==> config.mk <==
export PLATFORM = sky130hd
export DESIGN_NAME = rv32_main_fsm
export DESIGN_NICKNAME = d
export VERILOG_FILES = /design/src/rtl/rv32_main_fsm.sv
export SDC_FILE = /design/constraint.sdc
export NUM_CORES = 1
export LEC_CHECK = 0
export ABC_AREA = 1
export CAP_MARGIN = 20
export CORE_MARGIN = 2
export CORE_UTILIZATION = 30
export CTS_BUF_LIST = sky130_fd_sc_hd__clkbuf_2 sky130_fd_sc_hd__clkbuf_4 sky130_fd_sc_hd__clkbuf_8
export DETAILED_ROUTE_END_ITERATION = 16
export GPL_ROUTABILITY_DRIVEN = 0
export PLACE_DENSITY_LB_ADDON = 0.3
export SYNTH_ARGS = -nofsm -noshare
export SYNTH_HDL_FRONTEND = slang
export SYNTH_SLANG_ARGS = --single-unit
==> constraint.sdc <==
create_clock -name clk -period 1.8 [get_ports clk]
set_input_delay 0.36 -clock clk [delete_from_list [all_inputs] [get_ports clk]]
set_output_delay 0.36 -clock clk [all_outputs]
set_load 0.01 [all_outputs]
==> src/rtl/rv32_main_fsm.sv <==
// Multicycle control FSM for the RV32 core: sequences fetch/decode/execute/memory/writeback
// and drives the datapath mux selects and architectural write enables.
module rv32_main_fsm (
  input  logic       clk,
  input  logic       rst_n,
  input  logic [6:0] op,
  input  logic [2:0] funct3,
  input  logic       zero,
  input  logic       mem_ready,
  output logic       pc_write,
  output logic       adr_src,
  output logic       ir_write,
  output logic       mem_write,
  output logic       reg_write,
  output logic [1:0] alu_src_a,
  output logic [1:0] alu_src_b,
  output logic [1:0] result_src,
  output logic [1:0] alu_op,
  output logic       illegal_instr
);

  typedef enum logic [3:0] {
    S_FETCH, S_DECODE, S_MEMADR, S_MEMREAD, S_MEMWB, S_MEMWRITE, S_EXECR, S_EXECI,
    S_ALUWB, S_BRANCH, S_JAL, S_JALR, S_JALR_PC, S_LUI, S_TRAP
  } state_t;

  localparam logic [6:0] OP_LOAD   = 7'b0000011;
  localparam logic [6:0] OP_STORE  = 7'b0100011;
  localparam logic [6:0] OP_R      = 7'b0110011;
  localparam logic [6:0] OP_I      = 7'b0010011;
  localparam logic [6:0] OP_BRANCH = 7'b1100011;
  localparam logic [6:0] OP_JAL    = 7'b1101111;
  localparam logic [6:0] OP_JALR   = 7'b1100111;
  localparam logic [6:0] OP_LUI    = 7'b0110111;

  // Registered Moore outputs plus flags for the enables that are qualified by live inputs.
  typedef struct packed {
    logic       adr_src;
    logic [1:0] alu_src_a;
    logic [1:0] alu_src_b;
    logic [1:0] result_src;
    logic [1:0] alu_op;
    logic       reg_write;
    logic       mem_write;
    logic       illegal;
    logic       fetch;
    logic       branch;
    logic       pc_force;
  } ctl_t;

  state_t state;
  state_t state_nxt;
  ctl_t   ctl;
  ctl_t   fetch_ctl;
  ctl_t   cur;

  function automatic state_t next_state(input state_t s, input logic [6:0] opc,
                                        input logic [2:0] f3, input logic rdy);
    case (s)
      S_FETCH:    return rdy ? S_DECODE : S_FETCH;
      S_DECODE: begin
        case (opc)
          OP_LOAD, OP_STORE: return S_MEMADR;
          OP_R:              return S_EXECR;
          OP_I:              return S_EXECI;
          OP_BRANCH:         return (f3[2:1] == 2'b00) ? S_BRANCH : S_TRAP;
          OP_JAL:            return S_JAL;
          OP_JALR:           return S_JALR;
          OP_LUI:            return S_LUI;
          default:           return S_TRAP;
        endcase
      end
      S_MEMADR:   return (opc == OP_LOAD) ? S_MEMREAD : S_MEMWRITE;
      S_MEMREAD:  return rdy ? S_MEMWB : S_MEMREAD;
      S_MEMWRITE: return rdy ? S_FETCH : S_MEMWRITE;
      S_EXECR, S_EXECI, S_JAL, S_JALR_PC, S_LUI: return S_ALUWB;
      S_JALR:     return S_JALR_PC;
      S_TRAP:     return S_TRAP;
      default:    return S_FETCH;
    endcase
  endfunction

  function automatic ctl_t decode_ctl(input state_t s);
    ctl_t c;
    // NOTE: default every field first so no path leaves a value unassigned (no latch, no X).
    c = '0;
    case (s)
      S_FETCH: begin
        c.alu_src_b = 2'b10; c.result_src = 2'b10; c.fetch = 1'b1;
      end
      S_DECODE:   begin c.alu_src_a = 2'b01; c.alu_src_b = 2'b01; end
      S_MEMADR:   begin c.alu_src_a = 2'b10; c.alu_src_b = 2'b01; end
      S_MEMREAD:  c.adr_src = 1'b1;
      S_MEMWB:    begin c.result_src = 2'b01; c.reg_write = 1'b1; end
      S_MEMWRITE: begin c.adr_src = 1'b1; c.mem_write = 1'b1; end
      S_EXECR:    begin c.alu_src_a = 2'b10; c.alu_op = 2'b10; end
      S_EXECI:    begin c.alu_src_a = 2'b10; c.alu_src_b = 2'b01; c.alu_op = 2'b10; end
      S_ALUWB:    c.reg_write = 1'b1;
      S_BRANCH:   begin c.alu_src_a = 2'b10; c.alu_op = 2'b01; c.branch = 1'b1; end
      S_JAL, S_JALR_PC: begin
        c.alu_src_a = 2'b01; c.alu_src_b = 2'b10; c.pc_force = 1'b1;
      end
      S_JALR:     begin c.alu_src_a = 2'b10; c.alu_src_b = 2'b01; end
      S_LUI:      begin c.alu_src_a = 2'b11; c.alu_src_b = 2'b01; end
      S_TRAP:     c.illegal = 1'b1;
      default:    c = '0;
    endcase
    return c;
  endfunction

  assign state_nxt = next_state(state, op, funct3, mem_ready);
  assign fetch_ctl = decode_ctl(S_FETCH);

  // NOTE: sequential state uses non-blocking assignments so every flop samples pre-edge values.
  always_ff @(posedge clk) begin
    if (!rst_n) begin
      state <= S_FETCH;
      ctl   <= fetch_ctl;
    end else begin
      state <= state_nxt;
      ctl   <= decode_ctl(state_nxt);
    end
  end

  // While reset is asserted, selects show FETCH and every enable is held off, even before the edge.
  always_comb begin
    cur           = rst_n ? ctl : fetch_ctl;
    adr_src       = cur.adr_src;
    alu_src_a     = cur.alu_src_a;
    alu_src_b     = cur.alu_src_b;
    result_src    = cur.result_src;
    alu_op        = cur.alu_op;
    ir_write      = rst_n & cur.fetch & mem_ready;
    pc_write      = rst_n & (cur.pc_force | (cur.fetch & mem_ready) |
                             (cur.branch & (zero ^ funct3[0])));
    mem_write     = rst_n & cur.mem_write;
    reg_write     = rst_n & cur.reg_write;
    illegal_instr = rst_n & cur.illegal;
  end

endmodule

==> flow_summary_export.csv <==
group,metric,value,unit
floorplan,start_util,31.7,%
cells_and_area,fin_nets,242,
pwr,p_leak,0.987,nW
global_route,grt_max_degree,11,
logic_synthesis,syn_inst,171,
flow_run,cap_violations,0,
logic_synthesis,synth_area_per_cell,6.29,sq um
sta,setup_viol,0,
logic_synthesis,synth_area,1080,sq um
logic_synthesis,synthTopCellsByArea,"dfxtp_1, nand2_1, nor2_1",
sta,whs,0.467,ns
clock_network,cts_max_level,1,
floorplan,io_pins,28,
sta,worstMarginPinSlew,0.253,ns
logic_synthesis,yosys_warnings,0,
worst_hold_path,hold_class,"input port to register",
logic_synthesis,ys_seq_area_share,31.6,%
sta,slew_headroom,83.0,%
setup_path,reg2reg_depth,13,
worst_hold_path,min_from,"mem_ready",
drt,via_count,1184,
cells_and_area,num_antenna_cells,0,
setup_path,cp.depth,4,
sta,period_share,96.4,%
floorplan,die-area,4080,sq um
pwr,ir_drop,0.000223,V
drt,dr.pass1.iters,4,
global_route,grt_pass1_vias,1114,
setup_path,slowest_delay,0.41,ns
setup_path,cp_slowest_cell,"clkdlybuf4s50_1",
clock_network,clk_pin_slew_worst_paths,0.10,ns
sta,slew_viol_final,0,
cells_and_area,area_delta_synth_final,65.6,%
setup_path,r2r_start,"state[3]",
clock_network,tritoncts,"done",
setup_path,r2r_slack,0.10,ns
global_route,grt_pass1_wl,4370,um
setup_path,crit_chain,"clkdlybuf4s50_1 -> xor2_1 -> a221o_1 -> buf_2",
setup_path,crit_fanout,1,
setup_path,critPathCaptureType,"output port",
cells_and_area,layout.cells.most_common_list,"nand2_1, buf_4, inv_1",
place,io_buffers,27,
cells_and_area,finalInstanceArea,1780,sq um
place,dpl_cell_area,1590,sq um
setup_path,path_delay_family,"buffers and inverters",
sta,min_period,1.74,ns
logic_synthesis,synth_top_area_share,31.6,%
pwr,pwr_density_cell,665,nW/um^2
clock_network,insertion_delay,0.28,ns
sta,skew,0.00834,ns
sta,clock.fmax,576,MHz
logic_synthesis,yosysTopAreaCell,"dfxtp_1",
drt,drt_iter0_drc,35,
setup_path,crit_start,"funct3[0]",
logic_synthesis,synth_cell_types,28,
sta,hold_viol_final,0,
logic_synthesis,ys_seq_elements,17,
global_route,track_usage,13.0,%
global_route,antenna_found_initial,0,
drt,drc,0,
floorplan,die_w,63.9,um
drt,ant_nets,0,
drt,viasPerCell,4.34,
sta,rsz0062_at_grt,"true",
global_route,grt_overflow,0,
cells_and_area,drive_above_1_share,37.9,%
setup_path,cp_data_required_time,1.44,ns
cells_and_area,postLayoutCoreUtil,52.6,%
setup_path,path_buf_inv,2,
clock_network,cts.sinks,17,
outcome,status,"finished clean",
logic_synthesis,syn-num-nets,185,
floorplan,fp.dieH,63.9,um
floorplan,num_rows,21,
floorplan,coreArea,3390,sq um
setup_path,start_kind,"input port",
clock_network,clockRootBuffer,"clkbuf_4",
place,dp_hpwl,1990,um
clock_network,cts_buffer_depth,2,
setup_path,crit_type,"input port to output port",
cells_and_area,fill_cells,322,
drt,detail_route.wirelength,2570,um
worst_hold_path,whs_path_depth,4,
pwr,total_power,0.00119,W
setup_path,arrival,1.38,ns
clock_network,cts_buffers,3,
cells_and_area,final_common_cell,"nand2_1",
drt,wl_per_cell,9.41,um
==> cell families after synthesis <==
group,after synthesis,share of synthesized area [%]
AOI/OAI and AO/OA,12,8.02
xor gates and xnor gates,1,0.814
buffers and inverters,35,12.3
DFF,17,31.6
and+or+nand+nor,106,47.2
==> sequential cells by signal (all words and copies together) (netlist names) <==
name   count
state      4
ctl       13
==> layer usage <==
metal / GRT usage [%] / vias up / part of all wire [%]
met5: 0 / - / 0
met2: 24.2 / 22 / 51
met3: 1.76 / 0 / 3.0
li1: - / 644 / -
met1: 15.7 / 518 / 46
met4: 2.45 / 0 / 0
==> final timing paths <==
path	endpoint
setup reg to reg	ctl[10]
hold / removal	ctl[8]
hold reg to reg	ctl[8]
setup / recovery	pc_write
==> area by class of cell <==
type                    count  area [sq um]  share of cell area [%]
inverters                  32           123                    6.88
clock buffers               3          22.5                    1.26
flip-flops and latches     17           343                    19.2
multi-input cells         119           729                    40.9
well taps                  46          57.6                    3.23
repair buffers             55           502                    28.2
clock inverters             1          5.00                   0.281
==> worst register-to-register path: cells and delay by family (launching register included) <==
family	cells	cell delay [ns]
and+or+nand+nor	9	0.92
DFF	1	0.37
buffers and inverters	4	0.33
==> synthesized netlist by cell type <==
library cell   n
nand2_1       39
nor2_1        27
inv_1         26
dfxtp_1       17
nand3_1       14
inv_2          6
nor2_2         6
a21oi_2        4
nand4_1        4
nor3_1         4
nand2_2        3
nand3_2        3
a21oi_1        2
o21ai_1        2
a221o_1        1
a31o_1         1
buf_1          1
buf_2          1
clkbuf_1       1
nand2_4        1
nor2_4         1
nor3_4         1
nor3b_1        1
nor4_1         1
o211ai_1       1
o21ai_0        1
or2_2          1
xor2_1         1
==> stage by stage <==
step | std cells | TNS (ns) | setup WS, ns
final | 273 | 0 | 0.0649
after detailed placement | 267 | -6.95 | -0.383
after global routing | 273 | -0.0364 | -0.0303
after floorplan | 171 | 0 | 0.288
after global placement | 267 | -6.88 | -0.385
after CTS | 271 | -0.00766 | -0.00766
==> where the power goes <==
| part | switching [W] | internal [W] | leakage [nW] |
|---|---|---|---|
| sequential | 0.0000262 | 0.000423 | 0.140 |
| combinational | 0.000289 | 0.000250 | 0.830 |
| clock | 0.000115 | 0.0000824 | 0.0177 |
| total | 0.000431 | 0.000755 | 0.987 |
==> timing repair <==
action | in CTS | in global routing
resized for setup | 24 | 43
endpoints found under the setup margin | 20 | 19
pin swaps | 2 | 15
hold buffers | 0 | 0
endpoints found under the hold margin | 0 | 0
buffers inserted | 0 | 2
(Power assumes the default switching activity.)
